`config.mk`:
```
export PLATFORM = sky130hd
export DESIGN_NAME = hazard_ctrl
export DESIGN_NICKNAME = d
export VERILOG_FILES = /design/src/rtl/hazard_ctrl.sv
export SDC_FILE = /design/constraint.sdc
export NUM_CORES = 1
export LEC_CHECK = 0
export ABC_AREA = 1
export CAP_MARGIN = 20
export CORE_MARGIN = 1.5
export CORE_UTILIZATION = 45
export CTS_CLUSTER_SIZE = 10
export DETAILED_ROUTE_END_ITERATION = 10
export PLACE_DENSITY = 0.86
export SYNTH_ARGS = -nofsm -noshare
export SYNTH_HDL_FRONTEND = slang
export SYNTH_SLANG_ARGS = --single-unit
```
`constraint.sdc`:
```
create_clock -name clk -period 3.1 [get_ports clk]
set_input_delay 0.465 -clock clk [delete_from_list [all_inputs] [get_ports clk]]
set_output_delay 0.465 -clock clk [all_outputs]
set_load 0.1 [all_outputs]
```
`src/rtl/hazard_ctrl.sv`:
```
// ============================================================================
// Module   : hazard_ctrl
// Purpose  : RV32I pipeline sequencing: memory freeze, load-use bubble,
//            branch squash, plus free-running event counters.
// Revision : 1.0
// ============================================================================
`default_nettype none

module hazard_ctrl #(
    parameter int width = 32
) (
    input  logic             clk,
    input  logic             rst,
    input  logic [width-1:0] ID_instr_i,
    input  logic [4:0]       EX_rd_i,
    input  logic             EX_is_load_i,
    input  logic             EX_br_taken_i,
    input  logic             imem_read_i,
    input  logic             imem_resp_i,
    input  logic             dmem_read_i,
    input  logic             dmem_write_i,
    input  logic             dmem_resp_i,
    output logic             pc_load_o,
    output logic             IFID_load_o,
    output logic             IDEX_load_o,
    output logic             EXMEM_load_o,
    output logic             MEMWB_load_o,
    output logic             IFID_flush_o,
    output logic             IDEX_flush_o,
    output logic [width-1:0] stall_cnt_o,
    output logic [width-1:0] lu_cnt_o,
    output logic [width-1:0] flush_cnt_o
);

    localparam logic [6:0] c_OP_JALR  = 7'b1100111;
    localparam logic [6:0] c_OP_BR    = 7'b1100011;
    localparam logic [6:0] c_OP_LOAD  = 7'b0000011;
    localparam logic [6:0] c_OP_STORE = 7'b0100011;
    localparam logic [6:0] c_OP_IMM   = 7'b0010011;
    localparam logic [6:0] c_OP_REG   = 7'b0110011;
    localparam logic [width-1:0] c_CNT_ONE = width'(1);

    typedef enum logic {
        RUN       = 1'b0,
        MEM_STALL = 1'b1
    } state_t;

    state_t           r_state;
    state_t           w_state_nxt;
    logic             r_redirect_pending;
    logic             w_pending_nxt;
    logic [width-1:0] r_stall_cnt;
    logic [width-1:0] r_lu_cnt;
    logic [width-1:0] r_flush_cnt;
    logic             w_inc_stall;
    logic             w_inc_lu;
    logic             w_inc_flush;

    logic       w_rs1_used;
    logic       w_rs2_used;
    logic [6:0] w_opcode;
    logic [4:0] w_rs1;
    logic [4:0] w_rs2;
    logic       w_mem_stall;
    logic       w_lu_hazard;
    logic       w_redirect;
    logic       w_unused_instr;

    assign w_opcode = ID_instr_i[6:0];
    assign w_rs1    = ID_instr_i[19:15];
    assign w_rs2    = ID_instr_i[24:20];
    // Immediate/rd/funct bits play no part in hazard detection.
    assign w_unused_instr = ^{ID_instr_i[width-1:25], ID_instr_i[14:7]};

    always_comb begin
        w_rs1_used = 1'b0;
        w_rs2_used = 1'b0;
        case (w_opcode)
            c_OP_JALR, c_OP_LOAD, c_OP_IMM: w_rs1_used = 1'b1;
            c_OP_BR, c_OP_STORE, c_OP_REG: begin
                w_rs1_used = 1'b1;
                w_rs2_used = 1'b1;
            end
            default: ;
        endcase
    end

    assign w_mem_stall = (imem_read_i & ~imem_resp_i)
                       | ((dmem_read_i | dmem_write_i) & ~dmem_resp_i);
    assign w_lu_hazard = EX_is_load_i & (EX_rd_i != 5'd0)
                       & ((w_rs1_used & (w_rs1 == EX_rd_i))
                        | (w_rs2_used & (w_rs2 == EX_rd_i)));
    assign w_redirect  = EX_br_taken_i | r_redirect_pending;

    always_comb begin
        pc_load_o     = 1'b0;
        IFID_load_o   = 1'b0;
        IDEX_load_o   = 1'b0;
        EXMEM_load_o  = 1'b0;
        MEMWB_load_o  = 1'b0;
        IFID_flush_o  = 1'b0;
        IDEX_flush_o  = 1'b0;
        w_state_nxt   = r_state;
        w_pending_nxt = r_redirect_pending;
        w_inc_stall   = 1'b0;
        w_inc_lu      = 1'b0;
        w_inc_flush   = 1'b0;
        if (rst) begin
            w_state_nxt   = RUN;
            w_pending_nxt = 1'b0;
        end else if (w_mem_stall) begin
            w_state_nxt = MEM_STALL;
            w_inc_stall = 1'b1;
            // Remember the redirect so it flushes once, after the freeze.
            if (EX_br_taken_i) w_pending_nxt = 1'b1;
        end else if (w_redirect) begin
            {pc_load_o, IFID_load_o, IDEX_load_o, EXMEM_load_o, MEMWB_load_o} = 5'b11111;
            IFID_flush_o  = 1'b1;
            IDEX_flush_o  = 1'b1;
            w_inc_flush   = 1'b1;
            w_pending_nxt = 1'b0;
            w_state_nxt   = RUN;
        end else if (w_lu_hazard) begin
            IDEX_load_o  = 1'b1;
            IDEX_flush_o = 1'b1;
            EXMEM_load_o = 1'b1;
            MEMWB_load_o = 1'b1;
            w_inc_lu     = 1'b1;
            w_state_nxt  = RUN;
        end else begin
            {pc_load_o, IFID_load_o, IDEX_load_o, EXMEM_load_o, MEMWB_load_o} = 5'b11111;
            w_state_nxt = RUN;
        end
    end

    always_ff @(posedge clk or posedge rst) begin
        if (rst) begin
            r_state            <= RUN;
            r_redirect_pending <= 1'b0;
            r_stall_cnt        <= '0;
            r_lu_cnt           <= '0;
            r_flush_cnt        <= '0;
        end else begin
            r_state            <= w_state_nxt;
            r_redirect_pending <= w_pending_nxt;
            if (w_inc_stall) r_stall_cnt <= r_stall_cnt + c_CNT_ONE;
            if (w_inc_lu)    r_lu_cnt    <= r_lu_cnt + c_CNT_ONE;
            if (w_inc_flush) r_flush_cnt <= r_flush_cnt + c_CNT_ONE;
        end
    end

    assign stall_cnt_o = r_stall_cnt;
    assign lu_cnt_o    = r_lu_cnt;
    assign flush_cnt_o = r_flush_cnt;

endmodule

`default_nettype wire

```
== After elaboration in Yosys (flattened, before gate mapping) ==
Cells that the tools add are included.

* Logic and storage cells: 57
* Input bits: 46
* Bits in registers: 97
* Output and inout bits: 103

* Muxes and demuxes: 24
* Bitwise operators: 12
* Reductions and logical operators: 5
* Equality and inequality tests: 9
* Add/sub/neg operators: 3

{| class="wikitable"
|+ Operator list
! operator !! count
|-
| $add A32 B1 Y32 const B || 3
|-
| $mux W1 || 24
|-
| $eq A7 B6 Y1 const B || 2
|-
| $eq A7 B7 Y1 const B || 2
|-
| $eq A5 B5 Y1 || 2
|-
| $eq A7 B2 Y1 const B || 1
|-
| $eq A7 B5 Y1 const B || 1
|-
| $and A1 B1 Y1 || 6
|-
| $reduce_or A6 Y1 || 1
|-
| $reduce_bool A5 Y1 || 1
|-
| $or A1 B1 Y1 || 4
|-
| $ne A3 B3 Y1 const B || 1
|-
| $reduce_bool A3 Y1 || 1
|-
| $reduce_or A3 Y1 || 1
|-
| $not A1 Y1 || 2
|-
| $reduce_and A2 Y1 || 1
|}

== Logic depth before layout (Yosys ltp) ==
Gate-level depths: netlist of run 1.

* Depth after elaboration: 10
* Depth in mapped cells: 13
* Depth with buffers taken out: 13

== Least setup slack after synthesis of run 1 ==
Ideal clock, no wire load.

* Path type: input port to output port
* From: input dmem_write_i
* To: output IDEX_flush_o
* Stages: 5
* Data arrival time: 3.559 ns
* Slack: -0.924 ns
* Cells stage by stage: o21bai_4 > nand2_4 > nor2_4 > inv_2 > o21ai_0

* Cells in the longest elaborated chain, start to end: 5

{| class="wikitable"
|+ Ends and longest elaborated chain
! element !! RTL line !! RTL
|-
| start, declared || 21 || <nowiki>input logic dmem_write_i,</nowiki>
|-
| $or A1 B1 Y1 || 89 || <nowiki>| ((dmem_read_i | dmem_write_i) & ~dmem_resp_i);</nowiki>
|-
| $and A1 B1 Y1 || 89 ||
|-
| $or A1 B1 Y1 || 89 ||
|-
| $mux W1 || 111 || <nowiki>end else if (w_mem_stall) begin</nowiki>
|-
| $mux W1 || 108 || <nowiki>if (rst) begin</nowiki>
|-
| end, declared || 29 || <nowiki>output logic IDEX_flush_o,</nowiki>
|}

Every way passes these cells.

== Worst setup path in the final report of run 1 ==
* From: input ID_instr_i[0]
* To: output IDEX_flush_o

* Cells in the longest elaborated chain, start to end: 10
* Elaborated cells between the ends (all ways): 18

{| class="wikitable"
|+ Ends and longest elaborated chain
! element !! RTL line !! RTL
|-
| start, declared || 14 || <nowiki>input logic [width-1:0] ID_instr_i,</nowiki>
|-
| $eq A7 B7 Y1, or another cell as far along || 78 || <nowiki>case (w_opcode)</nowiki>
|-
| $reduce_or A6 Y1 (no source line) / $reduce_or A3 Y1 (equally long branches) || n/a ||
|-
| $mux W1 || 78 ||
|-
| $and A1 B1 Y1, on equally long branches || 91, 92 ||
|-
| $or A1 B1 Y1 (*) || 92 || <nowiki>| (w_rs2_used & (w_rs2 == EX_rd_i)));</nowiki>
|-
| $and A1 B1 Y1 (*) || 91 || <nowiki>& ((w_rs1_used & (w_rs1 == EX_rd_i))</nowiki>
|-
| $mux W1 (*) || 123 || <nowiki>end else if (w_lu_hazard) begin</nowiki>
|-
| $mux W1 (*) || 116 || <nowiki>end else if (w_redirect) begin</nowiki>
|-
| $mux W1 (*) || 111 ||
|-
| $mux W1 (*) || 108 ||
|}

Mark *: on every way between the ends. The rest lies on a longest branch, timed or not.

==> summary.md, run 1 <==
| Metric | Value |
|---|---|
| Post-Syn Nets | between 700 and 800 |
| Crit Path Max Fanout | 10 |
| IO Pins | around 150 |
| Worst-Margin Slew | between 0.7 and 0.8 ns |
| Hold endpoint | stall_cnt_o[31] |
| Slew Limit Headroom | between 50% and 60% |
| FF-to-FF Start | lu_cnt_o[0] |
| Fin cells | between 900 and 1000 |
| Post-cts resize count | 0 |
| HPWL after DPL | just under 10000 um |
| Diode count | 0 |
| Max Cap Viol | 0 |
| Initial antenna violation count | 0 |
| Design area | approximately 0.007 mm^2 |
| Ys async rst share | between 90% and 100% |
| Longest Clk Path Bufs | 2 |
| Hold Crit Depth | 1 |
| Synthesized flop and latch total | 97 |
| Core Area | between 0.01 and 0.015 mm^2 |
| CP endpoint kind | output pin |
| Cts bufs inserted | 9 |
| DRT iter0 DRCs | 299 |
| WP data required | approximately 2.6 ns |
| Seq/Total Area, Yosys | a little over two fifths |
| Hold Violations, Final | 0 |
| Detailed Routing Iterations Pass 1 | 4 |
| RSZ-0062 raised after global routing | false |
| Die height | ~110 um |
| Crit-path slowest cell | clkdlybuf4s50_1 |
| Leak | between 3 and 4 nW |
| Fmax achieved | around 380 MHz |
| Vias/cell | approximately 4.9 |
| First-pass GRT wire length | around 22000 um |
| Initial Utilization | a little under half |
| Share of cells above drive strength 1 | 21.5% |
| Final Skew | between 0.008 and 0.009 ns |
| H-tree levels | 3 |
| Worst Path Arrival | between 2 and 2.5 ns |
| Gp weighted congestion | a little over 0.8 |
| EDFF count, synth | 0 |
| Die Wd | roughly 110 um |
| Clock Latency Late Sink | approximately 0.35 ns |
| Cell taking the most area after synthesis | dfrtp_1 |
| Hold_buf cts | 0 |
| Routed wire length per instance | ~13 um |
| Largest net degree at the start of global routing | between 50 and 60 |
| Reg2reg path depth | 10 |
| CTS Sinks | a little under 100 |
| Power density cells | about 520 mW/mm^2 |
| Avg Cell Area, Syn | 8.24 um^2 |
| PortBufs | about 130 |
| Final net count | ~870 |
| Syn. warnings | 0 |
| Post-synth top flop | dfrtp_1 |
| CTS tree | yes |
| Mapped Cells | between 600 and 700 |
| Final Cycle Share | between 80% and 90% |
| Final worst setup slack | approximately 0.46 ns |
| Worst path cell trace | clkdlybuf4s50_1, nand2_1, nor2_1, nand3_1, nor2_1, nand2_1, nand2_4, nand3_2, o21ai_1, buf_12 |
| Worst hold-check path type | flop to flop |
| Delay-heaviest family, CP | simple AND/OR/NAND/NOR gates |
| Layout overhead on the synthesized area | 28.7% |
| DP Worst Slack | 0.454 ns |
| Overall routing resource usage | 21.0% |
| DRC viols | 0 |
| Crit Path Class | primary input to output pin |
| R2R setup slack | 1.15 ns |
| Final setup fails | 0 |
| Count leader, synth | nand2_1 |
| Post-place instance area | ~0.007 mm^2 |
| Maximum resistive drop on vdd | just under 0.4 mV |
| Commonest cells in the netlist | nand2_1 (147), inv_1 (114), dfrtp_1 (97) |
| Antenna viol nets, final | 0 |
| Fin. max-slew vios | 0 |
| R2r endpoint | lu_cnt_o[20] |
| DR vias | just under 5000 |
| Hold_sp | stall_cnt_o[31] |
| Root Driver | clkbuf_16 |
| Final wirelength | around 13000 um |
| DP Cell Count | about 1000 |
| Vias in the first global route | between 4000 and 5000 |
| Total gr overflow | 0 |
| Die area | around 0.013 mm^2 |
| Share of the synthesized area in the top cell type | a little over two fifths |
| Synth cell types | 34 |
| Status | complete, no violations |
| Final Critical Period | between 2 and 3 ns |
| Worst Path Buf+Inv | 2 |
| Setup crit start kind | primary input |
| Ranking of synthesized cells by area | dfrtp_1 (43%), nand2_1 (9.8%), inv_1 (7.6%), xor2_1 (6.4%), nand3_1 (5.4%) |
| Worst hold slack | 0.478 ns |
| Overall power | around 0.0038 W |
| Clock transition at path regs | about 0.070 ns |
| Post-CTS setup buffer count | 0 |
| CP max stage delay | approximately 0.45 ns |
| Rows | 40 |
| Cell Area, Synth | around 0.0056 mm^2 |
## sequential cells by signal, summed over array words and instances (netlist names)
name,cells
stall_cnt_o,32
r_redirect_pending,1
lu_cnt_o,32
flush_cnt_o,32
## placed cells by master, fill, tap and decap left out
cell,netlist,final
a31oi_4,0,1
buf_12,0,4
buf_4,3,102
bufinv_16,0,1
clkbuf_16,0,9
clkdlybuf4s50_1,0,30
clkinv_2,0,2
clkinvlp_4,0,2
dfrtp_1,97,97
ha_1,3,3
inv_1,114,113
inv_2,2,2
inv_6,0,2
inv_8,0,1
nand2_1,147,147
nand2_2,7,7
nand2_4,4,4
nand3_1,61,61
nand3_2,5,5
nand3_4,1,1
nand3b_1,7,7
nand4_1,23,23
nand4_4,1,1
nor2_1,61,61
nor2_2,3,3
nor2_4,15,15
nor2_8,1,1
nor3_1,17,17
nor3_2,1,1
nor3b_2,1,1
nor4_1,1,1
o21ai_0,12,11
o21ai_1,1,2
o21bai_1,7,7
o21bai_2,10,10
o21bai_4,1,1
or2_1,1,1
xnor2_1,25,25
xor2_1,41,41
xor2_2,1,1
## per-stage QoR
stage          setup TNS (ns)  utilization, %
3_5_place_dp                0            57.3
6_report                    0            59.8
5_1_grt                     0            59.8
3_3_place_gp                0            57.3
4_1_cts                     0            59.8
2_1_floorplan          -0.196               -
## power by group
part / switching, W / internal, W
Combinational: 0.000912 / 0.000249
Clock: 0.000510 / 0.000634
Sequential: 0.000126 / 0.00136
Total: 0.00155 / 0.00224
## layout make-up
| cell class | instances | area [um^2] |
|---|---|---|
| Fill cell | 1042 | 4850 |
| Tap cell | 168 | 210 |
| Timing Repair Buffer | 136 | 1150 |
| Clock buffer | 9 | 225 |
| Sequential cell | 97 | 2430 |
| Inverter | 116 | 439 |
| Multi-Input combinational cell | 459 | 2690 |
| Clock inverter | 7 | 76.3 |
## worst max-delay path by stage
stage	start	cells after the start	slack, ns	end
final	ID_instr_i[0]	10	0.46	IDEX_flush_o
after global routing	ID_instr_i[0]	10	0.32	IDEX_flush_o
after floorplan	dmem_write_i	5	-0.20	IDEX_flush_o
after detailed placement	ID_instr_i[0]	10	0.45	IDEX_flush_o
after global placement	EX_rd_i[3]	10	0.48	IDEX_flush_o
after CTS	ID_instr_i[0]	10	0.46	IDEX_flush_o
## kinds of logic (layout without fill, tap and decap cells)
group | count (synthesis) | after routing | share of synthesized area [%]
adder cells (fa/ha/maj) | 3 | 3 | 0.670
AND/OR/NAND/NOR | 357 | 357 | 31.9
buffers and inverters | 124 | 268 | 8.95
XOR/XNOR | 67 | 67 | 10.6
flip-flops | 97 | 97 | 43.3
AO/OA/AOI/OAI | 32 | 32 | 4.55
## worst reg2reg max path, cell delays in order (launching register included)
cell	delay [ns]
dfrtp_1	0.42
ha_1	0.22
nand3_1	0.11
inv_1	0.10
nand2_1	0.14
nor2_4	0.17
nand3_2	0.14
nor3_1	0.26
inv_1	0.09
o21bai_2	0.13
nand2_1	0.06
## metal layers
metal / up-vias / GRT usage [%] / wire length, um
li1: 2409 / - / -
met1: 2296 / 26.3 / 5700
met2: 110 / 35.5 / 6450
met3: 23 / 3.71 / 573
met4: 0 / 9.00 / 281
met5: - / 0 / 0
(Power assumes the default switching activity.)
==> run 2, diff against run 1 <==
--- a/config.mk
+++ b/config.mk
@@ -12,6 +12,7 @@
 export CTS_CLUSTER_SIZE = 10
 export DETAILED_ROUTE_END_ITERATION = 10
 export PLACE_DENSITY = 0.86
+export REMOVE_ABC_BUFFERS = 1
 export SYNTH_ARGS = -nofsm -noshare
 export SYNTH_HDL_FRONTEND = slang
 export SYNTH_SLANG_ARGS = --single-unit
==> summary.md, run 2 (synthesis results as in run 1) <==
| Metric | Value |
|---|---|
| Status | complete, no violations |
| Initial antenna violation count | 0 (unchanged) |
| Die Wd | 115 um (unchanged) |
| Max Cap Viol | 0 (unchanged) |
| Crit Path Class | primary input to output pin |
| DP Cell Count | 978 (+0.20%) |
| Final setup fails | 0 (unchanged) |
| GR Util met3 | 3.23% (-0.48 points) |
| Critical path depth in cells | 10 (unchanged) |
| Fmax achieved | 363 MHz (-4.1%) |
| Util after Layout | 59.9% (+0.093 points) |
| RSZ-0062 raised after global routing | false |
| Core Area | 0.0121 mm^2 (unchanged) |
| Worst Path Buf+Inv | 3 (+1) |
| Layout overhead on the synthesized area | 28.9% |
| Root Driver | clkbuf_16 |
| PortBufs | 133 (unchanged) |
| Commonest non-fill, non-tap cell in the layout | nand2_1 |
| Initial Utilization | 46.5% (unchanged) |
| Delay-heaviest family, CP | buffers and inverters |
| Crit-path slowest cell | clkdlybuf4s50_1 |
| Antenna viol nets, final | 0 (unchanged) |
| HPWL after DPL | 9870 um (-0.29%) |
| Crit Path Max Fanout | 10 (unchanged) |
| Final Skew | 0.00956 ns (+0.000657 ns) |
| Fin cells | 994 (+0.20%) |
| Final net count | 870 (+0.23%) |
| Clock Latency Late Sink | 0.35 ns (about the same) |
| Power density cells | 527 mW/mm^2 (+0.47%) |
| Overall routing resource usage | 21.0% (+0.046 points) |
| Clock transition at path regs | 0.06 ns (about the same) |
| GR Layer Usage met2 | 35.9% (+0.40 points) |
| DRT iter0 DRCs | 318 (+6.4%) |
| Most frequent cells in the layout | nand2_1 (147), inv_1 (113), buf_4 (104) |
| Final worst setup slack | 0.342 ns (-0.114 ns) |
| Post-cts resize count | 0 (unchanged) |
| Leak | 3.70 nW (+0.60%) |
| Total gr overflow | 0 (unchanged) |
| DR vias | 4844 (+0.12%) |
| CP endpoint kind | output pin |
| M1 GR Usage | 26.9% (+0.52 points) |
| Share of cells above drive strength 1 | 21.5% (+0.069 points) |
| Slew Limit Headroom | 44.6% (-5.9 points) |
| Detailed Routing Iterations Pass 1 | 5 (+1) |
| Rows | 40 (unchanged) |
| IO Pins | 149 (unchanged) |
| Final Critical Period | 2.76 ns (+0.114 ns) |
| First-pass GRT wire length | 22000 um (+0.95%) |
| Longest Clk Path Bufs | 2 (unchanged) |
| Worst-Margin Slew | 0.831 ns (+0.0892 ns) |
| Worst path cell trace | clkdlybuf4s50_1, inv_1, nand2_1, nand3_1, nor2_1, nand2_1, nand2_4, nand3_2, o21ai_0, buf_12 |
| Most used routing layer | met2 |
| WP data required | 2.63 ns (about the same) |
| Worst hold-check path type | primary input to asynchronous set/reset pin |
| Die height | 115 um (unchanged) |
| Cts bufs inserted | 9 (unchanged) |
| CTS Sinks | 97 (unchanged) |
| Setup tns final | 0 ns (unchanged) |
| Reg2reg path depth | 10 (unchanged) |
| Crit-path most repeated cell | nand2_1 |
| Fin. max-slew vios | 0 (unchanged) |
| Die area | 0.0131 mm^2 (unchanged) |
| CTS tree | yes |
| Largest net degree at the start of global routing | 66 (+12%) |
| Final wirelength | 13100 um (+1.1%) |
| DP Worst Slack | 0.347 ns (-0.107 ns) |
| Vias in the first global route | 4703 (+0.81%) |
| Vias/cell | 4.87 (about the same) |
| Final Cycle Share | 89.0% (+3.7 points) |
| Hold Violations, Final | 0 (unchanged) |
| Overall power | 0.00381 W (+0.62%) |
| Hold_buf cts | 0 (unchanged) |
| H-tree levels | 3 (unchanged) |
| Setup crit start kind | primary input |
| CP max stage delay | 0.56 ns (+0.11 ns) |
| Maximum resistive drop on vdd | 0.779 mV (+97%) |
| Diode count | 0 (unchanged) |
| DRC viols | 0 (unchanged) |
| Routed wire length per instance | 13.2 um (+0.87%) |
| Worst Path Arrival | 2.29 ns (+0.11 ns) |
| Post-CTS setup buffer count | 0 (unchanged) |
| Gp weighted congestion | 0.811 (-1.7%) |
## run 2: changes by cell type in the layout (fill, tap and decap cells not counted), moves of 2 or more
cell and delta:
buf_4 +2, clkbuf_8 +2, clkinv_4 +2, clkinvlp_4 -2
## run 2: per-stage QoR
| stage | hold slack (ns) | cell area (um^2) |
|---|---|---|
| after global placement | 0.464 | 6910 |
| after CTS | 0.407 | 7230 |
| after detailed placement | 0.470 | 6910 |
| after global routing | 0.416 | 7230 |
| final | 0.417 | 7230 |
| after floorplan | 0.477 | 5540 |
## run 2: path summary, 6_finish.rpt
kind	startpoint	end	slack, ns
min	rst	r_redirect_pending	0.42
max in group asynchronous	rst	flush_cnt_o[6]	1.68
max	EX_rd_i[3]	IDEX_flush_o	0.34
min in group clk	stall_cnt_o[31]	stall_cnt_o[31]	0.47
max reg2reg	lu_cnt_o[0]	lu_cnt_o[28]	1.19
min reg2reg	stall_cnt_o[31]	stall_cnt_o[31]	0.47
## run 2: final cells by class
class	count	area (um^2)
fillers	1056	4840
multi-input cells	459	2680
inverters	116	438
clock inverters	5	61.3
clock buffers	11	253
repair buffers	138	1160
flip-flops and latches	97	2430
well taps	168	210
## run 2: metal layers
metal  routed length, um  up-vias
met3                 560       19
met2                6650      119
met4                 281        0
met5                   0        -
met1                5650     2297
li1                    -     2409
## run 2: worst register-to-register path, stage by stage, from the launching register on
cell and delay (ns):
dfrtp_1 0.41, ha_1 0.21, nand3_1 0.12, inv_1 0.10
nand2_1 0.14, nor2_4 0.16, nand3_2 0.14, nor2_4 0.18
nand3b_1 0.12, o21bai_1 0.16, nand2_1 0.07
## run 2: power breakdown
part	switching, W	internal (W)
logic	0.000908	0.000250
registers	0.000129	0.00136
clock network	0.000494	0.000674
